===== src/rtl/vga_timing_pkg.sv =====
// Shared 1024x768@60 timing constants, counter width and lock-FSM state type
// used by the VGA sync generator and the receive-side sync detector.
package vga_timing_pkg;

    localparam int              CNT_W   = 11;
    localparam logic [CNT_W-1:0] CNT_MAX = '1;

    localparam int H_PIXELS    = 1344;
    localparam int H_PULSE     = 136;
    localparam int V_LINES     = 806;
    localparam int V_PULSE     = 6;
    localparam int H_TOL_DEF   = 2;
    localparam int LOCK_FRAMES_DEF = 2;

    typedef enum logic [1:0] {
        IDLE,
        CHECK,
        LOCKED
    } det_state_e;

    function automatic int abs_diff(input int a, input int b);
        return (a > b) ? (a - b) : (b - a);
    endfunction

endpackage


===== src/rtl/vga_pulse_meas.sv =====
// Edge detect plus period and low-width measurement of one active-low sync.
// Counters advance only on tick_i (every clock for hsync, every hfall for vsync).
module vga_pulse_meas
    import vga_timing_pkg::*;
(
    input  logic             clk_i,
    input  logic             rst_ni,
    input  logic             tick_i,
    input  logic             sync_i,
    output logic [CNT_W-1:0] cnt_o,
    output logic [CNT_W-1:0] period_o,
    output logic [CNT_W-1:0] pulse_o,
    output logic             fall_o
);

    logic             sync_q;
    logic             rise;
    logic [CNT_W-1:0] cnt_q, cnt_d;
    logic [CNT_W-1:0] period_q, period_d;
    logic [CNT_W-1:0] width_q, width_d;
    logic [CNT_W-1:0] pulse_q, pulse_d;

    always_comb begin
        fall_o   = sync_q & ~sync_i;
        rise     = ~sync_q & sync_i;
        cnt_d    = cnt_q;
        period_d = period_q;
        width_d  = width_q;
        pulse_d  = pulse_q;

        // A tick coinciding with the falling edge belongs to the period just ending
        if (fall_o) begin
            period_d = (cnt_q == CNT_MAX) ? CNT_MAX : cnt_q + CNT_W'(tick_i);
            cnt_d    = '0;
            width_d  = CNT_W'(tick_i);
        end else if (tick_i && cnt_q != CNT_MAX) begin
            cnt_d = cnt_q + CNT_W'(1);
        end

        if (!sync_i && !fall_o && tick_i && width_q != CNT_MAX) begin
            width_d = width_q + CNT_W'(1);
        end

        if (rise) begin
            pulse_d = width_q;
        end
    end

    always_ff @(posedge clk_i or negedge rst_ni) begin
        if (!rst_ni) begin
            sync_q   <= 1'b1;
            cnt_q    <= '0;
            period_q <= '0;
            width_q  <= '0;
            pulse_q  <= '0;
        end else begin
            sync_q   <= sync_i;
            cnt_q    <= cnt_d;
            period_q <= period_d;
            width_q  <= width_d;
            pulse_q  <= pulse_d;
        end
    end

    assign cnt_o    = cnt_q;
    assign period_o = period_q;
    assign pulse_o  = pulse_q;

endmodule


===== src/rtl/vga_sync_detector.sv =====
// Receive-side VGA sync detector: rebuilds h/v counters, measures sync timing and
// locks once consecutive frames match. VGA_SYNC_DET_ERRCNT_EN adds err_cnt_o.
module vga_sync_detector
    import vga_timing_pkg::*;
#(
    parameter int EXP_H_PIXELS = H_PIXELS,
    parameter int EXP_H_PULSE  = H_PULSE,
    parameter int EXP_V_LINES  = V_LINES,
    parameter int EXP_V_PULSE  = V_PULSE,
    parameter int H_TOL        = H_TOL_DEF,
    parameter int LOCK_FRAMES  = LOCK_FRAMES_DEF
) (
    input  logic             clk_i,
    input  logic             rst_ni,
    input  logic             hsync_i,
    input  logic             vsync_i,
    output logic [CNT_W-1:0] hc_o,
    output logic [CNT_W-1:0] vc_o,
    output logic [CNT_W-1:0] h_period_o,
    output logic [CNT_W-1:0] h_pulse_o,
    output logic [CNT_W-1:0] v_period_o,
    output logic [CNT_W-1:0] v_pulse_o,
    output logic             frame_o,
    output logic             locked_o,
`ifdef VGA_SYNC_DET_ERRCNT_EN
    output logic [7:0]       err_cnt_o,
`endif
    output logic             lost_o
);

    logic             hfall, vfall;
    logic             wdog, match, eval;
    logic [CNT_W-1:0] v_period_new;
    det_state_e       state_q, state_d;
    logic [7:0]       cnt_q, cnt_d;
    logic             frame_q, frame_d;
    logic             locked_q, locked_d;
    logic             lost_q, lost_d;

    vga_pulse_meas u_h_meas (
        .clk_i    (clk_i),
        .rst_ni   (rst_ni),
        .tick_i   (1'b1),
        .sync_i   (hsync_i),
        .cnt_o    (hc_o),
        .period_o (h_period_o),
        .pulse_o  (h_pulse_o),
        .fall_o   (hfall)
    );

    vga_pulse_meas u_v_meas (
        .clk_i    (clk_i),
        .rst_ni   (rst_ni),
        .tick_i   (hfall),
        .sync_i   (vsync_i),
        .cnt_o    (vc_o),
        .period_o (v_period_o),
        .pulse_o  (v_pulse_o),
        .fall_o   (vfall)
    );

    // Frame height as it is being latched this cycle, not the stale register
    assign v_period_new = (vc_o == CNT_MAX) ? CNT_MAX : vc_o + CNT_W'(hfall);

    always_comb begin
        wdog  = (hc_o == CNT_MAX) || (vc_o == CNT_MAX);
        match = (abs_diff(int'(h_period_o), EXP_H_PIXELS) <= H_TOL) &&
                (abs_diff(int'(h_pulse_o), EXP_H_PULSE) <= H_TOL) &&
                (int'(v_period_new) == EXP_V_LINES) &&
                (int'(v_pulse_o) == EXP_V_PULSE);
        eval  = vfall && !wdog && (state_q != IDLE);

        state_d = state_q;
        cnt_d   = cnt_q;

        if (wdog) begin
            state_d = IDLE;
            cnt_d   = '0;
        end else if (vfall) begin
            unique case (state_q)
                IDLE: begin
                    state_d = CHECK;
                    cnt_d   = '0;
                end
                CHECK: begin
                    if (!match) begin
                        cnt_d = '0;
                    end else if (int'(cnt_q) + 1 == LOCK_FRAMES) begin
                        state_d = LOCKED;
                        cnt_d   = '0;
                    end else begin
                        cnt_d = cnt_q + 8'd1;
                    end
                end
                LOCKED: begin
                    if (!match) begin
                        state_d = CHECK;
                        cnt_d   = '0;
                    end
                end
                default: begin
                    state_d = IDLE;
                    cnt_d   = '0;
                end
            endcase
        end

        frame_d  = vfall;
        locked_d = (state_d == LOCKED);
        lost_d   = (state_q == LOCKED) && (state_d != LOCKED);
    end

    always_ff @(posedge clk_i or negedge rst_ni) begin
        if (!rst_ni) begin
            state_q  <= IDLE;
            cnt_q    <= '0;
            frame_q  <= 1'b0;
            locked_q <= 1'b0;
            lost_q   <= 1'b0;
        end else begin
            state_q  <= state_d;
            cnt_q    <= cnt_d;
            frame_q  <= frame_d;
            locked_q <= locked_d;
            lost_q   <= lost_d;
        end
    end

    assign frame_o  = frame_q;
    assign locked_o = locked_q;
    assign lost_o   = lost_q;

`ifdef VGA_SYNC_DET_ERRCNT_EN
    logic [7:0] err_q, err_d;

    always_comb begin
        err_d = err_q;
        if (eval && !match && err_q != 8'hFF) begin
            err_d = err_q + 8'd1;
        end
    end

    always_ff @(posedge clk_i or negedge rst_ni) begin
        if (!rst_ni) begin
            err_q <= '0;
        end else begin
            err_q <= err_d;
        end
    end

    assign err_cnt_o = err_q;
`endif

endmodule


===== config.mk =====
export PLATFORM = sky130hd
export DESIGN_NAME = vga_sync_detector
export DESIGN_NICKNAME = d
export VERILOG_FILES = /design/src/rtl/vga_timing_pkg.sv /design/src/rtl/vga_pulse_meas.sv /design/src/rtl/vga_sync_detector.sv
export SDC_FILE = /design/constraint.sdc
export NUM_CORES = 1
export LEC_CHECK = 0
export ABC_AREA = 1
export BUFFER_PORTS_ARGS = -buffer_cell sky130_fd_sc_hd__buf_2
export CORE_MARGIN = 2
export CORE_UTILIZATION = 52
export CTS_CLUSTER_SIZE = 10
export DETAILED_ROUTE_END_ITERATION = 12
export HOLD_SLACK_MARGIN = 0.15
export PLACE_DENSITY = 0.72
export SYNTH_ARGS = -nofsm -noshare
export SYNTH_HDL_FRONTEND = slang
export SYNTH_SLANG_ARGS = --single-unit

===== constraint.sdc =====
create_clock -name clk_i -period 3.6 [get_ports clk_i]
set_input_delay 0.9 -clock clk_i [delete_from_list [all_inputs] [get_ports clk_i]]
set_output_delay 0.9 -clock clk_i [all_outputs]
set_load 0.01 [all_outputs]

==> results of run 1 <==
==> final cells by class <==
cell class | instances | area, sq um
clock buffers | 11 | 233
clock inverters | 5 | 58.8
fillers | 1063 | 4510
inverters | 127 | 478
multi-input cells | 572 | 3030
flip-flops and latches | 103 | 2580
well taps | 143 | 179
repair buffers | 77 | 400
==> cells by family (layout without fill, tap and decap cells) <==
| logic type | count (synthesis) | in the layout | share of synthesized area (%) |
|---|---|---|---|
| and+or+nand+nor | 394 | 394 | 29.2 |
| buffers and inverters | 142 | 220 | 8.78 |
| AOI/OAI and AO/OA | 128 | 128 | 11.8 |
| DFF | 103 | 103 | 42.0 |
| xor gates and xnor gates | 33 | 33 | 4.83 |
| adders and majority gates | 17 | 17 | 3.46 |
==> worst max-delay path: cells and delay by family <==
| kind | cells | cell delay (ns) |
|---|---|---|
| adders and majority gates | 2 | 0.44 |
| xor gates and xnor gates | 1 | 0.21 |
| AOI/OAI and AO/OA | 2 | 0.42 |
| buffers and inverters | 3 | 0.25 |
| and+or+nand+nor | 9 | 1.15 |
==> state kept, by name, summed over array words and instances, names as in the netlist, 2 cells and up <==
name and count:
u_v_meas.pulse_o 11, u_h_meas.cnt_o 11, u_h_meas.width_q 11, cnt_q 8, u_h_meas.pulse_o 11, u_v_meas.width_q 11, state_q 2, u_v_meas.cnt_o 11
u_h_meas.period_o 11, u_v_meas.period_o 11
==> routing by layer <==
layer,part of all wire (%),track usage (%)
met1,47,33.1
met2,47,38.6
met3,4.0,3.43
met4,2.1,8.70
met5,0,0
==> final timing paths <==
kind	start	to	cells after the start
setup reg to reg	u_h_meas.sync_q	cnt_q[1]	17
max in group asynchronous	rst_ni	u_v_meas.period_o[0]	2
hold / removal	u_v_meas.period_o[0]	u_v_meas.period_o[0]	2
min in group asynchronous	rst_ni	u_v_meas.pulse_o[7]	1
hold reg to reg	u_v_meas.period_o[0]	u_v_meas.period_o[0]	2
setup / recovery	hsync_i	cnt_q[1]	17
==> power by group through the flow <==
| stage | combinational [mW] | clock [mW] | sequential, mW |
|---|---|---|---|
| after floorplan | 0.402 | 0 | 1.40 |
| after global placement | 0.617 | 0 | 1.40 |
| after detailed placement | 0.631 | 0 | 1.41 |
| after CTS | 0.635 | 0.972 | 1.38 |
| after global routing | 0.732 | 1.03 | 1.40 |
| final | 0.632 | 0.953 | 1.39 |
==> synth_stat cells, types with 4 or more instances <==
master    number  area (sq um)
nand3b_1       7          52.6
o21ai_0       56           280
nand2_2        9          56.3
nor2_2         4          25.0
xor2_1        30           263
o22ai_1        8          50.1
nand4_1       18           113
nand3_1       55           275
nor2_1        83           312
inv_2          6          22.5
nor3_1        14          70.1
clkbuf_1      13          48.8
a31oi_1       11          68.8
inv_1        119           447
dfrtp_1      101          2530
o32ai_1        4          35.0
ha_1          17           213
o21ai_1        4          20.0
a21oi_1       35           175
nor2_4         4          45.0
nand2_1      184           691
==> impl_results.html, run 1 <==
<table>
<tr><th>Metric</th><th>Value</th></tr>
<tr><th colspan="2">Clock tree</th></tr>
<tr><td>CTS hold repair buffers</td><td>0</td></tr>
<tr><td>Clock insertion delay at the later pin of the skew report</td><td>0.34 ns</td></tr>
<tr><td>Number of clock buffers inserted by TritonCTS</td><td>9</td></tr>
<tr><td>Clock root buffer</td><td>clkbuf_16</td></tr>
<tr><td>Number of sinks driven by the clock tree</td><td>103</td></tr>
<tr><td>Clock-pin slew reported for the worst setup and hold paths after clock tree synthesis</td><td>0.06 ns</td></tr>
<tr><td>Count of buffers added by post-CTS timing repair for setup</td><td>0</td></tr>
<tr><td>Resize count post-CTS</td><td>0</td></tr>
<tr><td>Clock tree from TritonCTS</td><td>built</td></tr>
<tr><td>Maximum root-to-sink buffer count</td><td>2</td></tr>
<tr><td>Maximum level of the CTS H-tree</td><td>3</td></tr>
<tr><th colspan="2">Setup path</th></tr>
<tr><td>Required arrival time at the worst endpoint</td><td>3.88 ns</td></tr>
<tr><td>Kind of end point of the critical path</td><td>register</td></tr>
<tr><td>Maximum single-stage delay on the critical path</td><td>0.24 ns</td></tr>
<tr><td>Arrival time of data at the critical path endpoint</td><td>3.38 ns</td></tr>
<tr><td>CP max stage cell</td><td>ha_1</td></tr>
<tr><td>Critical path type</td><td>primary input to register</td></tr>
<tr><td>Max FO, Critical Path</td><td>9</td></tr>
<tr><td>Most used cell, CP</td><td>nand2_1</td></tr>
<tr><td>CP Launch Type</td><td>primary input</td></tr>
<tr><td>Series of cell instances along the critical path</td><td>buf_2 -&gt; nor2_2 -&gt; ha_1 -&gt; ha_1 -&gt; xor2_1 -&gt; inv_1 -&gt; nor3b_1 -&gt; nand2_1 -&gt; nor3_2 -&gt; nand4_2 -&gt; a21oi_2 -&gt; nand2_2 -&gt; o21ai_4 -&gt; nand2_4 -&gt; nand2_1 -&gt; nand2_1 -&gt; inv_1</td></tr>
<tr><td>Setup slack of the worst register-to-register path</td><td>0.64 ns</td></tr>
<tr><th colspan="2">Power and ir drop</th></tr>
<tr><td>Peak ir drop on the vdd network</td><td>0.000251 V</td></tr>
<tr><td>Clock share of power</td><td>32.1%</td></tr>
<tr><td>Static Leakage</td><td>3.56 nW</td></tr>
<tr><td>Part of the power in combinational logic</td><td>21.3%</td></tr>
<tr><td>Sequential share of power</td><td>46.7%</td></tr>
<tr><td>Internal power summed over all cells</td><td>2.03 mW</td></tr>
<tr><td>PwrDens</td><td>427 nW/um^2</td></tr>
<tr><td>Total power after layout</td><td>2.97 mW</td></tr>
<tr><td>Psw</td><td>0.940 mW</td></tr>
<tr><td>Switching share of power</td><td>31.6%</td></tr>
<tr><th colspan="2">Route</th></tr>
<tr><td>Number of remaining DRC errors</td><td>0</td></tr>
<tr><td>TritonRoute pass-1 iters</td><td>5</td></tr>
<tr><td>Detail Route Antenna Nets</td><td>0</td></tr>
<tr><td>Initial drt markers</td><td>420</td></tr>
<tr><td>Wirelength per Cell</td><td>14.0 um</td></tr>
<tr><td>Vias after detailed routing</td><td>5556</td></tr>
<tr><td>DRT Wirelength</td><td>14500 um</td></tr>
<tr><td>Per-cell via count in the routed design</td><td>5.35</td></tr>
<tr><th colspan="2">Timing</th></tr>
<tr><td>Smallest hold slack</td><td>0.478 ns</td></tr>
<tr><td>Slew @ Worst Pin</td><td>0.841 ns</td></tr>
<tr><td>RSZ-0062 raised after global routing</td><td>no</td></tr>
<tr><td>Highest clock frequency the design can meet</td><td>0.323 GHz</td></tr>
<tr><td>Final TNS setup</td><td>0 ns</td></tr>
<tr><td>Hold Fails Final Rpt</td><td>0</td></tr>
<tr><td>Remaining max-slew budget at the tightest pin</td><td>44.0%</td></tr>
<tr><td>Count of pins over their slew limit</td><td>0</td></tr>
<tr><td>Final WS setup</td><td>0.502 ns</td></tr>
<tr><td>Final Critical Period</td><td>3.10 ns</td></tr>
<tr><td>Final critical-path share of the clock period</td><td>86.1%</td></tr>
<tr><td>Clock skew</td><td>0.00653 ns</td></tr>
<tr><td>Number of failing setup endpoints in the final timing report</td><td>0</td></tr>
<tr><th colspan="2">Die</th></tr>
<tr><td>Initial core utilization</td><td>53.6%</td></tr>
<tr><td>Std-Cell Core Area</td><td>11500 sq um</td></tr>
<tr><td>Io pins</td><td>73</td></tr>
<tr><td>Rows</td><td>39</td></tr>
<tr><td>Y dimension of the die</td><td>113 um</td></tr>
<tr><td>Floorplan die width</td><td>113 um</td></tr>
<tr><td>Die area</td><td>12700 sq um</td></tr>
<tr><th colspan="2">Global route</th></tr>
<tr><td>Antenna violations before repair</td><td>0</td></tr>
<tr><td>Sum of overflow across all layers after global routing</td><td>0</td></tr>
<tr><td>Wire length of the first global-routing pass</td><td>25100 um</td></tr>
<tr><td>Pin count of the biggest net entering global routing</td><td>68</td></tr>
<tr><td>Via count of the first global-routing pass</td><td>5359</td></tr>
<tr><td>Total global-route track usage</td><td>23.9%</td></tr>
<tr><th colspan="2">Layout</th></tr>
<tr><td>Final Cell Area</td><td>6960 sq um</td></tr>
<tr><td>Antenna cell count</td><td>0</td></tr>
<tr><td>Ratio of cells with drive above 1 in the final layout</td><td>14.9%</td></tr>
<tr><td>Layout overhead on the synthesized area</td><td>13.2%</td></tr>
<tr><td>Core utilization of the finished layout</td><td>60.7%</td></tr>
<tr><td>Number of nets in the layout</td><td>911</td></tr>
<tr><td>Fin cells</td><td>1038</td></tr>
<tr><td>Commonest non-fill, non-tap cell in the layout</td><td>nand2_1</td></tr>
<tr><td>Commonest cells after routing, fill and taps aside</td><td>nand2_1, inv_1, dfrtp_1</td></tr>
<tr><th colspan="2">Job</th></tr>
<tr><td>Max-cap violations</td><td>0</td></tr>
<tr><th colspan="2">Synth</th></tr>
<tr><td>Synthesized instance count</td><td>817</td></tr>
<tr><td>Count of unique library cells instantiated by Yosys</td><td>46</td></tr>
<tr><td>Post-synth ARST share</td><td>100%</td></tr>
<tr><td>Syn_nets</td><td>838</td></tr>
<tr><td>Synthesis-stage register bit count</td><td>103</td></tr>
<tr><td>Most used flip-flop cell after synthesis</td><td>dfrtp_1</td></tr>
<tr><td>Number of enable flip-flop cells after synthesis</td><td>0</td></tr>
<tr><td>Post-Syn Area</td><td>6140 sq um</td></tr>
<tr><td>Average size of a mapped cell</td><td>7.52 sq um</td></tr>
<tr><td>Ys Warns</td><td>0</td></tr>
<tr><td>Sequential fraction of the synthesis area</td><td>42.0%</td></tr>
<tr><th colspan="2">Placement</th></tr>
<tr><td>Post-place setup slack</td><td>0.177 ns</td></tr>
<tr><td>Placer's final routability congestion estimate</td><td>0.889</td></tr>
<tr><td>Cell count after placement</td><td>1022</td></tr>
<tr><td>Buffers on Ports</td><td>72</td></tr>
<tr><td>Cell area after placement</td><td>6660 sq um</td></tr>
<tr><td>DPL Wire Length</td><td>11000 um</td></tr>
<tr><th colspan="2">Outcome</th></tr>
<tr><td>Run status</td><td>finished, final reports clean</td></tr>
<tr><th colspan="2">Hold path</th></tr>
<tr><td>HP Class</td><td>register to register</td></tr>
</table>
No activity file was read; power rests on OpenSTA's default activity.
==> run 2, diff against run 1 <==
--- a/config.mk
+++ b/config.mk
@@ -5,14 +5,14 @@
 export SDC_FILE = /design/constraint.sdc
 export NUM_CORES = 1
 export LEC_CHECK = 0
-export ABC_AREA = 1
 export BUFFER_PORTS_ARGS = -buffer_cell sky130_fd_sc_hd__buf_2
 export CORE_MARGIN = 2
 export CORE_UTILIZATION = 52
+export CTS_BUF_LIST = sky130_fd_sc_hd__clkbuf_4
 export CTS_CLUSTER_SIZE = 10
 export DETAILED_ROUTE_END_ITERATION = 12
 export HOLD_SLACK_MARGIN = 0.15
-export PLACE_DENSITY = 0.72
+export PLACE_DENSITY = 0.73
 export SYNTH_ARGS = -nofsm -noshare
 export SYNTH_HDL_FRONTEND = slang
 export SYNTH_SLANG_ARGS = --single-unit
==> impl_results.html, run 2 <==
<table>
<tr><th>Metric</th><th>Value</th></tr>
<tr><th colspan="2">Synth</th></tr>
<tr><td>Multiplexer fraction of the synthesized cell area</td><td>4.31% (+4.3 points)</td></tr>
<tr><td>Most frequently used cell type in the post-synthesis netlist</td><td>dfrtp_1</td></tr>
<tr><td>Sequential fraction of the synthesis area</td><td>45.4% (+3.4 points)</td></tr>
<tr><td>Synth Area in Adders</td><td>3.74% (+0.28 points)</td></tr>
<tr><td>Post-Syn Area</td><td>5690 sq um (-7.5%)</td></tr>
<tr><td>Syn_nets</td><td>655 (-22%)</td></tr>
<tr><td>Post-synth ARST share</td><td>100% (unchanged)</td></tr>
<tr><td>Number of enable flip-flop cells after synthesis</td><td>0 (unchanged)</td></tr>
<tr><td>Fraction of synthesized cell area taken by the top area cell type</td><td>44.5% (+3.3 points)</td></tr>
<tr><td>Most frequent cells after synthesis</td><td>dfrtp_1, nor2_1, o21ai_0</td></tr>
<tr><td>Average size of a mapped cell</td><td>8.97 sq um (+19%)</td></tr>
<tr><td>Ys Warns</td><td>0 (unchanged)</td></tr>
<tr><td>Cell type with the largest total area after synthesis</td><td>dfrtp_1</td></tr>
<tr><td>Fraction of the mapped netlist area in compound gates</td><td>15.3% (+3.6 points)</td></tr>
<tr><td>Synthesized-area fraction occupied by and/or/nand/nor cells</td><td>23.6% (-5.6 points)</td></tr>
<tr><td>Dominant combinational cell family by area after synthesis</td><td>simple AND/OR/NAND/NOR gates</td></tr>
<tr><td>Synthesis-stage register bit count</td><td>103 (unchanged)</td></tr>
<tr><td>Synth Area in XOR/XNOR</td><td>4.78% (-0.051 points)</td></tr>
<tr><td>Most used flip-flop cell after synthesis</td><td>dfrtp_1</td></tr>
<tr><td>Count of unique library cells instantiated by Yosys</td><td>58 (+26%)</td></tr>
<tr><td>Area contributors post-synth</td><td>dfrtp_1, o21ai_0, nor2_1, nand2_1, mux2_2</td></tr>
<tr><td>Synthesized instance count</td><td>634 (-22%)</td></tr>
<tr><th colspan="2">Route</th></tr>
<tr><td>DRT Wirelength</td><td>13300 um (-8.3%)</td></tr>
<tr><td>Wirelength per Cell</td><td>15.5 um (+11%)</td></tr>
<tr><td>Vias after detailed routing</td><td>4922 (-11%)</td></tr>
<tr><td>Number of remaining DRC errors</td><td>0 (unchanged)</td></tr>
<tr><td>Per-cell via count in the routed design</td><td>5.72 (+6.8%)</td></tr>
<tr><td>TritonRoute pass-1 iters</td><td>4 (-1)</td></tr>
<tr><td>Detail Route Antenna Nets</td><td>0 (unchanged)</td></tr>
<tr><td>Initial drt markers</td><td>304 (-28%)</td></tr>
<tr><th colspan="2">Setup path</th></tr>
<tr><td>Critical path type</td><td>primary input to register</td></tr>
<tr><td>Maximum single-stage delay on the critical path</td><td>0.58 ns (+0.34 ns)</td></tr>
<tr><td>Arrival time of data at the critical path endpoint</td><td>3.80 ns (+0.42 ns)</td></tr>
<tr><td>Max FO, Critical Path</td><td>5 (-4)</td></tr>
<tr><td>CP Launch Type</td><td>primary input</td></tr>
<tr><td>Required arrival time at the worst endpoint</td><td>4.01 ns (+0.13 ns)</td></tr>
<tr><td>CP max stage cell</td><td>or4_1</td></tr>
<tr><td>Cell type group with the largest total delay on the critical path</td><td>simple AND/OR/NAND/NOR gates</td></tr>
<tr><td>Kind of end point of the critical path</td><td>register</td></tr>
<tr><td>Series of cell instances along the critical path</td><td>buf_2 -&gt; inv_12 -&gt; nand2_8 -&gt; inv_2 -&gt; ha_4 -&gt; ha_4 -&gt; nor4bb_4 -&gt; nand4_1 -&gt; or4_1 -&gt; nor3_2 -&gt; nand3_1 -&gt; or4_1 -&gt; buf_4 -&gt; a21oi_1 -&gt; o21a_1</td></tr>
<tr><td>R2R Path Start</td><td>u_h_meas.period_o[0]</td></tr>
<tr><td>CP bufs+invs</td><td>4 (+1)</td></tr>
<tr><td>Crit path launch</td><td>hsync_i</td></tr>
<tr><th colspan="2">Power and ir drop</th></tr>
<tr><td>Switching share of power</td><td>33.1% (+1.5 points)</td></tr>
<tr><td>Psw</td><td>0.780 mW (-17%)</td></tr>
<tr><td>Peak ir drop on the vdd network</td><td>0.000197 V (-22%)</td></tr>
<tr><td>Part of the power in combinational logic</td><td>20.0% (-1.3 points)</td></tr>
<tr><td>PwrDens</td><td>362 nW/um^2 (-15%)</td></tr>
<tr><td>Internal power summed over all cells</td><td>1.57 mW (-22%)</td></tr>
<tr><td>Sequential share of power</td><td>57.0% (+10 points)</td></tr>
<tr><td>Clock share of power</td><td>23.0% (-9.1 points)</td></tr>
<tr><td>Static Leakage</td><td>3.06 nW (-14%)</td></tr>
<tr><th colspan="2">Placement</th></tr>
<tr><td>DPL Wire Length</td><td>9860 um (-11%)</td></tr>
<tr><td>Placer's final routability congestion estimate</td><td>0.869 (-2.2%)</td></tr>
<tr><td>Buffers on Ports</td><td>72 (unchanged)</td></tr>
<tr><td>Cell area after placement</td><td>6380 sq um (-4.2%)</td></tr>
<tr><th colspan="2">Die</th></tr>
<tr><td>Std-Cell Core Area</td><td>10700 sq um (-6.3%)</td></tr>
<tr><td>Initial core utilization</td><td>52.9% (-0.66 points)</td></tr>
<tr><td>Die area</td><td>11800 sq um (-7.2%)</td></tr>
<tr><td>Y dimension of the die</td><td>109 um (-3.7%)</td></tr>
<tr><td>Rows</td><td>38 (-2.6%)</td></tr>
<tr><td>Floorplan die width</td><td>109 um (-3.7%)</td></tr>
<tr><td>Io pins</td><td>73 (unchanged)</td></tr>
<tr><th colspan="2">Layout</th></tr>
<tr><td>Number of nets in the layout</td><td>737 (-19%)</td></tr>
<tr><td>Final Cell Area</td><td>6500 sq um (-6.5%)</td></tr>
<tr><td>Antenna cell count</td><td>0 (unchanged)</td></tr>
<tr><td>Commonest cells after routing, fill and taps aside</td><td>dfrtp_1, nor2_1, buf_2</td></tr>
<tr><td>Commonest non-fill, non-tap cell in the layout</td><td>dfrtp_1</td></tr>
<tr><td>Layout overhead on the synthesized area</td><td>14.4%</td></tr>
<tr><td>Ratio of cells with drive above 1 in the final layout</td><td>20.2% (+5.4 points)</td></tr>
<tr><td>Filler Cells Inserted</td><td>960 (-9.7%)</td></tr>
<tr><td>Core utilization of the finished layout</td><td>60.5% (-0.14 points)</td></tr>
<tr><th colspan="2">Job</th></tr>
<tr><td>Max-cap violations</td><td>0 (unchanged)</td></tr>
<tr><th colspan="2">Clock tree</th></tr>
<tr><td>Number of sinks driven by the clock tree</td><td>103 (unchanged)</td></tr>
<tr><td>Clock root buffer</td><td>clkbuf_4</td></tr>
<tr><td>Clock-pin slew reported for the worst setup and hold paths after clock tree synthesis</td><td>0.16 ns (+0.10 ns)</td></tr>
<tr><td>Maximum root-to-sink buffer count</td><td>2 (unchanged)</td></tr>
<tr><td>Count of buffers added by post-CTS timing repair for setup</td><td>0 (unchanged)</td></tr>
<tr><td>Maximum level of the CTS H-tree</td><td>3 (unchanged)</td></tr>
<tr><td>Clock tree from TritonCTS</td><td>built</td></tr>
<tr><td>CTS hold repair buffers</td><td>0 (unchanged)</td></tr>
<tr><td>Clock insertion delay at the later pin of the skew report</td><td>0.47 ns (+0.13 ns)</td></tr>
<tr><td>Resize count post-CTS</td><td>0 (unchanged)</td></tr>
<tr><td>Number of clock buffers inserted by TritonCTS</td><td>9 (unchanged)</td></tr>
<tr><th colspan="2">Global route</th></tr>
<tr><td>Pin count of the biggest net entering global routing</td><td>70 (+2.9%)</td></tr>
<tr><td>Via count of the first global-routing pass</td><td>4622 (-14%)</td></tr>
<tr><td>Antenna violations before repair</td><td>0 (unchanged)</td></tr>
<tr><td>Sum of overflow across all layers after global routing</td><td>0 (unchanged)</td></tr>
<tr><td>Wire length of the first global-routing pass</td><td>21900 um (-13%)</td></tr>
<tr><td>Total global-route track usage</td><td>23.5% (-0.38 points)</td></tr>
<tr><th colspan="2">Timing</th></tr>
<tr><td>Remaining max-slew budget at the tightest pin</td><td>42.6% (-1.4 points)</td></tr>
<tr><td>Clock skew</td><td>0.0164 ns (+0.00987 ns)</td></tr>
<tr><td>Number of failing setup endpoints in the final timing report</td><td>0 (unchanged)</td></tr>
<tr><td>Hold Fails Final Rpt</td><td>0 (unchanged)</td></tr>
<tr><td>RSZ-0062 raised after global routing</td><td>no</td></tr>
<tr><td>Slew @ Worst Pin</td><td>0.861 ns (+0.0208 ns)</td></tr>
<tr><td>Count of pins over their slew limit</td><td>0 (unchanged)</td></tr>
<tr><td>Final critical-path share of the clock period</td><td>94.2% (+8.2 points)</td></tr>
<tr><td>Final Critical Period</td><td>3.39 ns (+0.294 ns)</td></tr>
<tr><td>Highest clock frequency the design can meet</td><td>0.295 GHz (-8.7%)</td></tr>
<tr><th colspan="2">Hold path</th></tr>
<tr><td>Worst hold start</td><td>u_v_meas.period_o[5]</td></tr>
<tr><td>HP Class</td><td>register to register</td></tr>
<tr><th colspan="2">Outcome</th></tr>
<tr><td>Run status</td><td>finished, final reports clean</td></tr>
</table>
## run 2: cell types whose count changed in the layout (fill, tap and decap cells not counted), moves of 16 or more
cell | before | now
nand2_1 | 184 | 61
inv_1 | 119 | 18
mux2_2 | 0 | 20
nand3_1 | 55 | 37
buf_4 | 6 | 22
nand2b_1 | 0 | 16
## run 2: per-layer routing
layer / up-vias / part of all wire [%] / GRT usage (%) / routed length (um)
met5: - / 0 / 0 / 0
met4: 0 / 1.4 / 6.87 / 187
met3: 17 / 5.1 / 5.79 / 679
met2: 97 / 48 / 37.6 / 6380
met1: 2384 / 46 / 31.8 / 6090
li1: 2424 / - / - / -
## run 2: layout make-up
class                           count  area (sq um)  share of cell area, %
Clock inverter                      7          47.5                  0.731
Inverter                           20          87.6                   1.35
Timing Repair Buffer               94           541                   8.31
Tap cell                          140           175                   2.69
Sequential cell                   103          2580                   39.7
Clock buffer                        9          67.6                   1.04
Multi-Input combinational cell    488          3000                   46.2
## run 2: power groups by stage
stage          combinational [mW]  clock (mW)  sequential, mW
2_1_floorplan               0.266           0            1.37
3_3_place_gp                0.457           0            1.36
3_5_place_dp                0.474           0            1.36
4_1_cts                     0.476       0.549            1.34
5_1_grt                     0.531       0.610            1.35
6_report                    0.472       0.541            1.34
## run 2: through the flow
| stage | setup TNS [ns] | total power [mW] | worst slack [ns] | std cells | hold slack (ns) |
|---|---|---|---|---|---|
| finish | 0 | 2.36 | 0.207 | 861 | 0.514 |
| global route | 0 | 2.49 | 0.0315 | 861 | 0.534 |
| CTS | 0 | 2.36 | 0.205 | 861 | 0.523 |
| detailed placement | -2.60 | 1.84 | -0.274 | 845 | 0.490 |
| global placement | -1.84 | 1.81 | -0.215 | 845 | 0.481 |
| floorplan | -1.17 | 1.64 | -0.238 | 634 | 0.464 |
## run 2: worst reg2reg max path: cells and delay by family (launching register included)
family,cells,cell delay [ns]
fa+ha+maj,1,0.19
buf+inv,2,0.35
flops,1,0.49
simple gates,3,1.23
compound gates,5,1.00
## run 2: cell families (layout without fill, tap and decap cells)
| family | after synthesis | count (layout) |
|---|---|---|
| flip-flops | 103 | 103 |
| XOR/XNOR | 31 | 31 |
| AND/OR/NAND/NOR | 276 | 276 |
| multiplexers | 22 | 22 |
| adder cells (fa/ha/maj) | 17 | 17 |
| buffers and inverters | 43 | 130 |
| AO/OA/AOI/OAI | 142 | 142 |
## run 2: path summary, 6_finish.rpt
path,to,slack [ns],depth (start not counted)
worst min register to register,u_v_meas.period_o[5],0.51,2
worst max-delay path,locked_o,0.21,15
worst max register to register,locked_o,0.28,11
min in group asynchronous,u_h_meas.period_o[4],0.52,1
max in group asynchronous,u_h_meas.sync_q,2.32,2
worst min-delay path,u_v_meas.period_o[5],0.51,2
